$ cat src/rtl/ahb_arbiter_n.sv
// N-master AHB arbiter: registered one-hot grant, owner index and hmastlock,
// with ownership held across fixed bursts and locked sequences. Define
// AHB_ARB_ROUND_ROBIN_EN for round-robin arbitration; otherwise fixed priority.
module ahb_arbiter_n #(
  parameter int NUM_MASTERS    = 4,
  parameter int MASTER_W       = $clog2(NUM_MASTERS),
  parameter int DEFAULT_MASTER = 0
) (
  input  logic                   hclk,
  input  logic                   hresetn,
  input  logic [NUM_MASTERS-1:0] hbusreq,
  input  logic [NUM_MASTERS-1:0] hlock,
  input  logic [1:0]             htrans,
  input  logic [2:0]             hburst,
  input  logic                   hready,
  input  logic                   hresp,
  output logic [NUM_MASTERS-1:0] hgrant,
  output logic [MASTER_W-1:0]    hmaster,
  output logic                   hmastlock
);

  localparam int unsigned NM = NUM_MASTERS;
  localparam logic [NUM_MASTERS-1:0] GRANT_LSB = {{(NUM_MASTERS-1){1'b0}}, 1'b1};
  localparam logic [NUM_MASTERS-1:0] DEF_GRANT = GRANT_LSB << DEFAULT_MASTER;
  localparam logic [MASTER_W-1:0]    DEF_IDX   = MASTER_W'(DEFAULT_MASTER);

  localparam logic [1:0] TR_NONSEQ = 2'b10;
  localparam logic [1:0] TR_SEQ    = 2'b11;

  typedef enum logic [1:0] {ARB, BURST, LOCK} state_e;

  state_e                   state_q, state_d;
  logic [NUM_MASTERS-1:0]   grant_q, grant_d;
  logic [MASTER_W-1:0]      master_q, master_d;
  logic                     mlock_q, mlock_d;
  logic [3:0]               cnt_q, cnt_d;

  logic [MASTER_W-1:0]      winner;
  logic                     found;
  logic [3:0]               burst_len;

`ifdef AHB_ARB_ROUND_ROBIN_EN
  int unsigned idx;

  // Search starts just past the current owner, so hmaster doubles as the pointer.
  always_comb begin
    winner = DEF_IDX;
    found  = 1'b0;
    idx    = 0;
    for (int unsigned i = 1; i <= NM; i++) begin
      idx = (32'(master_q) + i) % NM;
      if (!found && hbusreq[idx[MASTER_W-1:0]]) begin
        winner = idx[MASTER_W-1:0];
        found  = 1'b1;
      end
    end
  end
`else
  always_comb begin
    winner = DEF_IDX;
    found  = 1'b0;
    for (int unsigned i = 0; i < NM; i++) begin
      if (!found && hbusreq[i[MASTER_W-1:0]]) begin
        winner = i[MASTER_W-1:0];
        found  = 1'b1;
      end
    end
  end
`endif

  always_comb begin
    burst_len = 4'd0;
    case (hburst)
      3'b010, 3'b011: burst_len = 4'd3;
      3'b100, 3'b101: burst_len = 4'd7;
      3'b110, 3'b111: burst_len = 4'd15;
      default:        burst_len = 4'd0;
    endcase
  end

  always_comb begin
    state_d  = state_q;
    grant_d  = grant_q;
    master_d = master_q;
    mlock_d  = mlock_q;
    cnt_d    = cnt_q;
    if (hready) begin
      case (state_q)
        ARB: begin
          if (hlock[master_q]) begin
            state_d = LOCK;
            mlock_d = 1'b1;
          end else if (htrans == TR_NONSEQ && burst_len != 4'd0) begin
            state_d = BURST;
            cnt_d   = burst_len;
          end else begin
            grant_d  = GRANT_LSB << winner;
            master_d = winner;
            mlock_d  = hlock[winner];
          end
        end
        BURST: begin
          // cnt_q holds the SEQ beats still owed; the beat that exhausts it ends the burst.
          if (hresp) begin
            state_d = ARB;
            cnt_d   = '0;
          end else if (htrans == TR_SEQ) begin
            if (cnt_q <= 4'd1) begin
              state_d = ARB;
              cnt_d   = '0;
            end else begin
              cnt_d = cnt_q - 4'd1;
            end
          end
        end
        LOCK: begin
          mlock_d = hlock[master_q];
          if (!hlock[master_q]) state_d = ARB;
        end
        default: state_d = ARB;
      endcase
    end
  end

  always_ff @(posedge hclk or negedge hresetn) begin
    if (!hresetn) begin
      state_q  <= ARB;
      grant_q  <= DEF_GRANT;
      master_q <= DEF_IDX;
      mlock_q  <= 1'b0;
      cnt_q    <= '0;
    end else begin
      state_q  <= state_d;
      grant_q  <= grant_d;
      master_q <= master_d;
      mlock_q  <= mlock_d;
      cnt_q    <= cnt_d;
    end
  end

  assign hgrant    = grant_q;
  assign hmaster   = master_q;
  assign hmastlock = mlock_q;

endmodule

$ cat config.mk
export PLATFORM = sky130hd
export DESIGN_NAME = ahb_arbiter_n
export DESIGN_NICKNAME = d
export VERILOG_FILES = /design/src/rtl/ahb_arbiter_n.sv
export SDC_FILE = /design/constraint.sdc
export NUM_CORES = 1
export LEC_CHECK = 0
export BUFFER_PORTS_ARGS = -buffer_cell sky130_fd_sc_hd__buf_2
export CORE_UTILIZATION = 52
export CTS_BUF_LIST = sky130_fd_sc_hd__clkbuf_8
export CTS_CLUSTER_DIAMETER = 100
export CTS_CLUSTER_SIZE = 16
export DETAILED_ROUTE_END_ITERATION = 8
export PLACE_DENSITY = 0.92
export SLEW_MARGIN = 20
export SYNTH_ARGS = -nofsm -noshare
export SYNTH_HDL_FRONTEND = slang
export SYNTH_SLANG_ARGS = --single-unit
export TNS_END_PERCENT = 20
$ cat constraint.sdc
create_clock -name hclk -period 2.4 [get_ports hclk]
set_input_delay 0.36 -clock hclk [delete_from_list [all_inputs] [get_ports hclk]]
set_output_delay 0.36 -clock hclk [all_outputs]
set_load 0.1 [all_outputs]
==> metrics.csv, run 1 <==
stage,metric,value,unit
sta,finalHoldViolCount,0,
run,timing.max_cap.violations,0,
synthesis,synth-main-ff-cell,dfrtp_1,
placement,port-buffer-count,22,
clocking,clock_tree.root_cell,clkbuf_8,
final_layout,syn2layout_area_growth,22.9,%
pwr,max-vdd-ir-drop,0.951,mV
sta,slew_viol_final,0,
synthesis,synth-edff-count,0,
global_routing,grt_util_all_layers,23.8,%
final_layout,multi_input_comb_area,464,um2
setup_path,crit_arrival,2140,ps
floorplanning,floorplan.initialDensity,55.5,%
pwr,report.power.total,1410,uW
setup_path,worstSetupStartpointType,flop,
clocking,clock_latency_on_the_worst_skew_pair,250,ps
sta,period_share,83.5,%
floorplanning,core_footprint,1490,um2
synthesis,synth_cell_types,33,
synthesis,netlist_area,826,um2
outcome,status,"complete, no violations",
synthesis,synth.most_common_cell,dfrtp_1,
placement,hpwlAfterDp,1420,um
synthesis,synth_top_cell_area_share,36.4,%
synthesis,ys_seq_area_share,39.5,%
synthesis,synth.cells.most_frequent,"12 x dfrtp_1, 8 x inv_1, 6 x mux2_2, 6 x nor2_1, 6 x nor3_1",
final_layout,final.fill_count,114,
final_layout,design.final.nets,129,
sta,timing.clock.skew,6.11,ps
drt,first_pass_iters,6,
synthesis,async_flop_share,100,%
global_routing,grt.overflow.total,0,
setup_path,critical_path.top_delay_family,multiplexers,
clocking,total_clock_buffers_created_by_cts,3,
clocking,cts_h_tree_depth,1,
synthesis,syn_avg_cell_area,10.1,um2
drt,routed_wl,1840,um
final_layout,number_of_inserted_diodes,0,
pwr,p_per_area,1390,nW/um2
clocking,cts_setup_buffers,0,
floorplanning,placement_rows,14,
setup_path,path_class,reg -> reg,
sta,peak_clock_frequency_supported_by_timing,499,MHz
pwr,p_switching,755,uW
pwr,internal_power,654,uW
clocking,cts_repair_resize_count,0,
floorplanning,vertical_extent_of_the_die,41.9,um
clocking,clkTransAtPathRegs,60,ps
pwr,clock_power_share,13.9,%
drt,avgRoutedWirePerCell,14.7,um
drt,via_count,742,
sta,finalSetupTns,0,ps
drt,antenna_violating_nets_post_route,0,
sta,timing.slew.headroom,66.6,%
setup_path,slowest_stage,mux4_2,
sta,least_margin_pin_slew,497,ps
drt,detail_route.vias_per_cell,5.94,
setup_path,cp_num_buf_inv,0,
floorplanning,horizontal_die_dimension,41.9,um
global_routing,antenna_found_initial,0,
placement,final_weighted_congestion_of_routability_driven_global_placement,0.872,
sta,rsz0062_at_grt,false,
pwr,netSwitchingFraction,53.6,%
setup_path,max_stage_delay,590,ps
setup_path,crit_chain,mux4_2 > nor4_4 > mux2_2,
synthesis,synthesis.instances,82,
synthesis,synth.yosys.warnings,0,
clocking,tritoncts_clock_tree,built,
pwr,seq_power_share,29.8,%
worst_hold_path,holdCritPathClass,in -> reg,
setup_path,cp.required,2530,ps
pwr,cellLeakagePower,0.000468,uW
synthesis,syn_nets,101,
global_routing,grt_max_degree,14,
setup_path,cp_max_fo,6,
drt,drtIter0Drc,22,
floorplanning,floorplan.io_pins,24,
final_layout,seq_area,328,um2
pwr,power_frac_comb,56.3,%
synthesis,yosys.area.top_type,dfrtp_1,
floorplanning,die-area,1750,um2
clocking,cts.sinks,13,
drt,post-route-drc-count,0,
synthesis,ys_top_cells_by_area,"dfrtp_1 36%, mux2_2 8.2%, nor3_1 3.6%",
global_routing,number_of_global_route_vias_before_repair,765,
setup_path,cp-end-kind,flop,
clocking,max-clock-path-buffers,2,
sta,finalCriticalPeriod,2000,ps
synthesis,yosys_register_bits,13,
global_routing,wire_length_of_the_first_global_routing_pass,3140,um
final_layout,layout-drive-gt1-share,34.9,%
sta,setup_viol,0,
clocking,ctsHoldBuffers,1,
[area by class of cell]
class,instances,area share [%]
Multi-Input combinational cell,60,45.7
Sequential cell,13,32.3
Timing Repair Buffer,24,12.6
Clock buffer,3,4.07
Inverter,8,2.96
Tap cell,16,1.97
Clock inverter,1,0.370
[power by group through the flow]
stage               clock [uW]  sequential, uW  combinational, uW
finish                     196             420                793
global route               204             434                840
CTS                        199             418                797
detailed placement           0             421                793
global placement             0             414                779
floorplan                    0             765                304
[through the flow]
step | area, um2 | setup WS (ps) | cells | hold slack [ps] | util (%)
floorplan | 827 | 64.6 | 82 | 64.4 | -
global placement | 960 | 399 | 120 | 259 | 64.5
detailed placement | 960 | 355 | 120 | 262 | 64.5
CTS | 1010 | 401 | 125 | 339 | 68.2
global route | 1010 | 358 | 125 | 350 | 68.2
finish | 1010 | 396 | 125 | 342 | 68.2
[registers in the layout (all words and copies together), names as in the netlist]
signal	count
state_q	2
hmastlock	1
cnt_q	4
hgrant	4
hmaster	2
[cell usage in the layout, fill, tap and decap left out, types with 2 or more instances in the layout]
master,synthesis,layout
a32o_1,2,2
o211ai_1,2,2
o2bb2ai_1,2,2
nand2b_1,3,3
a31oi_1,2,2
a21oi_1,3,3
o21ai_0,5,5
nor3_1,6,6
inv_1,8,9
buf_2,0,22
dfrtp_1,12,11
clkbuf_8,0,3
nand2_1,4,4
ha_1,2,2
nor2_1,6,6
mux2_2,6,6
[logic make-up after synthesis]
group / count (synthesis) / synth area share (%)
and+or+nand+nor: 27 / 19.2
muxes: 9 / 13.5
AOI/OAI and AO/OA: 22 / 20.5
buffers and inverters: 9 / 4.24
DFF: 13 / 39.5
adders and majority gates: 2 / 3.03
[path summary, 6_finish.rpt]
path,start,to,slack [ps],cells after the start
max,hmaster[0],hgrant[3],400,3
min,hready,state_q[0],340,2
max reg2reg,hmaster[0],hgrant[3],400,3
min reg2reg,hgrant[0],hgrant[0],470,2
max in group asynchronous,hresetn,hgrant[0],1580,2
min in group asynchronous,hresetn,hgrant[2],530,2
[routing by layer]
layer / up-vias / track usage, % / part of all wire, %
met5: - / 0 / 0
met4: 0 / 12.3 / 1.7
met3: 5 / 3.04 / 2.3
met2: 12 / 42.5 / 54
met1: 366 / 27.4 / 42
li1: 359 / - / -
(Power assumes the default switching activity.)
==> inputs of run 2 (changes only) <==
- CORE_UTILIZATION: 52 -> 47
- PLACE_DENSITY: 0.92 -> 0.88
- clock period: 2.4 -> 1.63 ns (I/O delays scaled with it)
==> run 2 against run 1 <==
The flow now finishes with violations (negative setup slack). Utilization rose by 3.1 points. Worst setup slack got worse by 620 ps. Clock skew fell by 4.0 ps. Die area rose by 10%. Flip-flop and latch count did not move. Power rose by 62%. Worst hold slack got worse by 110 ps. Wire length rose by 17%.
==> metrics.csv, run 2 (same netlist as run 1, synthesis figures left out) <==
stage,metric,value,unit,change
setup_path,cp_num_buf_inv,0,,unchanged
sta,setup_viol,10,,+10
placement,hpwlAfterDp,1530,um,+8.2%
drt,via_count,783,,+5.5%
final_layout,final_util,71.3,%,+3.1 points
drt,first_pass_iters,6,,unchanged
global_routing,grt_util_all_layers,26.8,%,+3.0 points
sta,peak_clock_frequency_supported_by_timing,540,MHz,+8.2%
pwr,report.power.total,2280,uW,+62%
drt,detail_route.vias_per_cell,5.76,,-3.0%
pwr,p_per_area,2030,nW/um2,+46%
final_layout,final.fill_count,107,,-6.1%
sta,timing.slew.headroom,67.6,%,+1.0 points
setup_path,max_stage_delay,580,ps,about the same
clocking,clock_latency_on_the_worst_skew_pair,240,ps,about the same
setup_path,slowest_stage,mux4_2,,
floorplanning,core_footprint,1580,um2,+5.9%
run,timing.max_cap.violations,0,,unchanged
floorplanning,floorplan.io_pins,24,,unchanged
global_routing,wire_length_of_the_first_global_routing_pass,3660,um,+17%
sta,whs,235,ps,-108 ps
clocking,cts_h_tree_depth,1,,unchanged
placement,port-buffer-count,22,,unchanged
outcome,violations,negative setup slack,,
setup_path,cp.required,1750,ps,-780 ps
clocking,cts.sinks,13,,unchanged
drt,avgRoutedWirePerCell,15.8,um,+7.5%
pwr,max-vdd-ir-drop,1.82,mV,+91%
setup_path,reg2regPathDepth,4,,+1
global_routing,grt_max_degree,14,,unchanged
drt,post-route-drc-count,0,,unchanged
sta,finalHoldViolCount,0,,unchanged
placement,final_weighted_congestion_of_routability_driven_global_placement,0.825,,-5.4%
floorplanning,horizontal_die_dimension,43.9,um,+4.9%
floorplanning,die-area,1930,um2,+10%
setup_path,number_of_gates_on_the_worst_path_with_buffers_counted,4,,+1
clocking,max-clock-path-buffers,2,,unchanged
worst_hold_path,holdPathStages,2,,unchanged
global_routing,met3_usage,4.17,%,+1.1 points
global_routing,antenna_found_initial,0,,unchanged
global_routing,grt.overflow.total,0,,unchanged
placement,post-place-ws,-287,ps,-641 ps
sta,setup_ws,-221,ps,-618 ps
clocking,total_clock_buffers_created_by_cts,3,,unchanged
setup_path,cp_max_fo,3,,-3
final_layout,layout-drive-gt1-share,43.3,%,+8.5 points
final_layout,syn2layout_area_growth,36.1,%,
floorplanning,vertical_extent_of_the_die,43.9,um,+4.9%
clocking,tritoncts_clock_tree,built,,
setup_path,worstSetupStartpointType,flop,,
global_routing,global_route.usage.met1,33.6,%,+6.2 points
drt,antenna_violating_nets_post_route,0,,unchanged
final_layout,number_of_inserted_diodes,0,,unchanged
setup_path,crit_chain,mux4_2 > o31ai_4 > nand2_2 > mux2_4,,
worst_hold_path,holdCritPathClass,in -> reg,,
sta,slew_viol_final,0,,unchanged
clocking,clkTransAtPathRegs,50,ps,about the same
global_routing,number_of_global_route_vias_before_repair,843,,+10%
sta,timing.clock.skew,2.09,ps,-4.02 ps
drt,routed_wl,2150,um,+17%
setup_path,critical_path.top_delay_family,multiplexers,,
final_layout,design.final.nets,140,,+8.5%
final_layout,layout.cells.most_common_list,"22 x buf_2, 11 x buf_4, 10 x dfrtp_1, 8 x inv_1",,
global_routing,globalRouteMet2Util,43.9,%,+1.4 points
sta,least_margin_pin_slew,490,ps,-7.42 ps
final_layout,most_frequent_standard_cell_in_the_layout_excluding_fill_and_tap_cells,buf_2,,
drt,drtIter0Drc,30,,+36%
floorplanning,placement_rows,14,,unchanged
pwr,cellLeakagePower,0.000536,uW,+14%
setup_path,cp-end-kind,flop,,
sta,period_share,114,%,+30 points
sta,finalCriticalPeriod,1850,ps,-152 ps
outcome,status,"complete, but fails checks",,
clocking,clock_tree.root_cell,clkbuf_8,,
setup_path,crit_arrival,1970,ps,-170 ps
floorplanning,floorplan.initialDensity,52.4,%,-3.1 points
sta,rsz0062_at_grt,true,,
global_routing,grt_busiest_layer,met2,,
setup_path,path_class,reg -> reg,,
## run 2: cell count changes in the layout (fill, tap and decap cells not counted), sizes merged
cell	change
buf	+11
## run 2: per-layer routing
| layer | routed length, um | share of wire [%] |
|---|---|---|
| met2 | 1050 | 49 |
| met5 | 0 | 0 |
| met1 | 942 | 44 |
| met4 | 68 | 3.2 |
| met3 | 87 | 4.0 |
## run 2: area by class of cell
type                    count  area [um2]  share of cell area [%]
multi-input cells          60         483                    43.0
flip-flops and latches     13         332                    29.5
repair buffers             35         214                    19.0
inverters                   8        30.0                    2.67
clock buffers               3        41.3                    3.67
clock inverters             1        3.75                   0.334
well taps                  16        20.0                    1.78
## run 2: metrics by stage
stage	TNS [ps]	instances	instance area, um2
after floorplan	-4490	82	831
after global placement	-1990	129	1030
after detailed placement	-2430	129	1030
after CTS	-1420	136	1120
after global routing	-2080	136	1120
final	-1550	136	1120
## run 2: power breakdown
part | internal (uW) | switching (uW) | total (uW) | leakage [uW]
logic | 460 | 922 | 1380 | 0.000351
registers | 485 | 146 | 630 | 0.000158
clock network | 166 | 106 | 271 | 0.0000269
total | 1110 | 1170 | 2280 | 0.000536
## run 2: worst paths after layout
path / start / to / slack (ps)
setup / recovery: hmaster[0] / cnt_q[1] / -220
hold / removal: hready / state_q[0] / 230
setup reg to reg: hmaster[0] / cnt_q[1] / -220
hold reg to reg: hgrant[0] / hgrant[0] / 470
max in group asynchronous: hresetn / hgrant[0] / 930
min in group asynchronous: hresetn / hgrant[2] / 430
## run 2: repair_timing
action,in CTS,in global routing
endpoints found under the setup margin,10,12
hold endpoints to repair,12,0
hold buffers,1,0
resized for setup,6,1
pin swaps,3,0
gates cloned,0,0
setup buffers,2,0
## run 2: worst reg2reg max path: stages (launching register included)
cell and delay (ps):
dfrtp_4 410, mux4_2 580, o31ai_4 310, nand2_2 120
mux2_4 310
==> inputs of run 3 (changes only) <==
- MAX_ROUTING_LAYER: unset -> met4
==> run 3 against run 2 <==
The flow still finishes with violations (negative setup slack). Non-clock buffer count unchanged. Combinational power about the same. Sequential power about the same. First-iteration DRC count unchanged. Critical path depth unchanged. Register-to-register slack about the same. Clock skew rose by 1.6 ps. Final cell count unchanged. Clock power about the same. Critical path type unchanged. Critical endpoint unchanged. Highest routed layer unchanged.
==> metrics.csv, run 3 (same netlist as run 1, synthesis figures left out) <==
stage,metric,value,unit,change
outcome,status,"complete, but fails checks",,
outcome,violations,negative setup slack,,
pwr,p_switching,1170,uW,-0.23%
sta,finalCriticalPeriod,1850,ps,+1.50 ps
final_layout,design.final.nets,140,,unchanged
sta,rsz0062_at_grt,true,,
worst_hold_path,holdPathStages,2,,unchanged
drt,antenna_violating_nets_post_route,0,,unchanged
setup_path,worstSetupStartpointType,flop,,
sta,whs,235,ps,+0.0200 ps
floorplanning,core_footprint,1580,um2,unchanged
clocking,cts_h_tree_depth,1,,unchanged
final_layout,seq_area,332,um2,unchanged
setup_path,cp-end-kind,flop,,
placement,final_weighted_congestion_of_routability_driven_global_placement,0.838,,+1.5%
floorplanning,floorplan.initialDensity,52.4,%,unchanged
clocking,clock_latency_on_the_worst_skew_pair,240,ps,about the same
setup_path,path_class,reg -> reg,,
floorplanning,floorplan.io_pins,24,,unchanged
clocking,max-clock-path-buffers,2,,unchanged
drt,first_pass_iters,6,,unchanged
drt,avgRoutedWirePerCell,15.8,um,-0.23%
final_layout,number_of_inserted_diodes,0,,unchanged
pwr,report.power.total,2280,uW,-0.12%
drt,detail_route.vias_per_cell,5.76,,unchanged
global_routing,antenna_found_initial,0,,unchanged
final_layout,layout.cells.most_common_list,"22 x buf_2, 11 x buf_4, 10 x dfrtp_1, 8 x inv_1",,
floorplanning,placement_rows,14,,unchanged
final_layout,layout-drive-gt1-share,43.3,%,unchanged
sta,period_share,114,%,about the same
floorplanning,vertical_extent_of_the_die,43.9,um,unchanged
sta,timing.clock.skew,3.67,ps,+1.58 ps
final_layout,most_frequent_standard_cell_in_the_layout_excluding_fill_and_tap_cells,buf_2,,
clocking,clkTransAtPathRegs,50,ps,about the same
drt,post-route-drc-count,0,,unchanged
drt,routed_wl,2150,um,-0.23%
clocking,tritoncts_clock_tree,built,,
clocking,clock_tree.root_cell,clkbuf_8,,
sta,setup_ws,-223,ps,-1.50 ps
final_layout,multi_input_comb_area,483,um2,unchanged
run,timing.max_cap.violations,0,,unchanged
pwr,p_per_area,2030,nW/um2,-0.12%
setup_path,cp_max_fo,3,,unchanged
pwr,max-vdd-ir-drop,1.82,mV,about the same
sta,finalHoldViolCount,0,,unchanged
pwr,seq_power_share,27.6,%,about the same
drt,via_count,783,,unchanged
global_routing,grt_max_degree,14,,unchanged
final_layout,syn2layout_area_growth,36.1,%,unchanged
global_routing,wire_length_of_the_first_global_routing_pass,3650,um,-0.19%
floorplanning,horizontal_die_dimension,43.9,um,unchanged
drt,drtIter0Drc,30,,unchanged
pwr,netSwitchingFraction,51.3,%,-0.054 points
worst_hold_path,holdCritPathClass,in -> reg,,
setup_path,crit_arrival,1970,ps,about the same
placement,post-place-ws,-287,ps,unchanged
sta,slew_viol_final,0,,unchanged
clocking,cts.sinks,13,,unchanged
sta,setup_viol,10,,unchanged
placement,port-buffer-count,22,,unchanged
setup_path,reg2regPathDepth,4,,unchanged
sta,peak_clock_frequency_supported_by_timing,540,MHz,about the same
global_routing,grt.overflow.total,0,,unchanged
setup_path,cp.required,1750,ps,about the same
sta,timing.slew.headroom,67.6,%,unchanged
pwr,clock_power_share,11.8,%,about the same
global_routing,grt_util_all_layers,27.6,%,+0.84 points
pwr,internal_power,1110,uW,about the same
pwr,power_frac_comb,60.6,%,about the same
placement,hpwlAfterDp,1530,um,unchanged
global_routing,number_of_global_route_vias_before_repair,844,,+0.12%
final_layout,final.fill_count,107,,unchanged
sta,least_margin_pin_slew,490,ps,unchanged
clocking,total_clock_buffers_created_by_cts,3,,unchanged
floorplanning,die-area,1930,um2,unchanged
pwr,cellLeakagePower,0.000536,uW,unchanged
==> run 3: routing by layer <==
metal,global-route usage (%),part of all wire [%],up-vias,routed length (um)
met2,43.9,49,24,1050
met3,4.17,4.1,9,87
met4,15.2,3.2,0,68
met5,-,0,-,0
met1,33.6,44,364,939
li1,-,-,386,-
==> run 3: per-stage QoR <==
| stage | cells | utilization, % | TNS, ps | cell area [um2] |
|---|---|---|---|---|
| 2_1_floorplan | 82 | - | -4490 | 831 |
| 3_3_place_gp | 129 | 65.4 | -1990 | 1030 |
| 3_5_place_dp | 129 | 65.4 | -2430 | 1030 |
| 4_1_cts | 136 | 71.3 | -1420 | 1120 |
| 5_1_grt | 136 | 71.3 | -2080 | 1120 |
| 6_report | 136 | 71.3 | -1550 | 1120 |
==> run 3: path summary, 6_finish.rpt <==
kind,endpoint,from,slack (ps)
max in group asynchronous,hgrant[0],hresetn,930
worst min-delay path,state_q[0],hready,230
worst max-delay path,cnt_q[1],hmaster[0],-220
min in group asynchronous,hgrant[2],hresetn,430
worst min register to register,hgrant[0],hgrant[0],470
worst max register to register,cnt_q[1],hmaster[0],-220
==> run 3: final cells by class <==
class	count	area share (%)
Clock buffer	3	3.67
Clock inverter	1	0.334
Inverter	8	2.67
Multi-Input combinational cell	60	43.0
Sequential cell	13	29.5
Tap cell	16	1.78
Timing Repair Buffer	35	19.0
==> run 3: repair_timing <==
item,CTS,global route
hold buffers,1,0
pin swaps,3,0
resized for setup,6,1
hold endpoints to repair,12,0
cloned,0,0
setup endpoints to repair,10,12
setup buffers,2,0
==> run 3: power groups by stage <==
stage | clock network (uW) | logic, uW | registers, uW
detailed placement | 0 | 1280 | 624
floorplan | 0 | 447 | 1140
global placement | 0 | 1240 | 614
CTS | 274 | 1360 | 620
finish | 269 | 1380 | 630
global route | 293 | 1450 | 658
==> run 3: critical path: stages, from the launching register on <==
cell and delay (ps):
dfrtp_4 410, mux4_2 580, o31ai_4 310, nand2_2 120, mux2_4 310
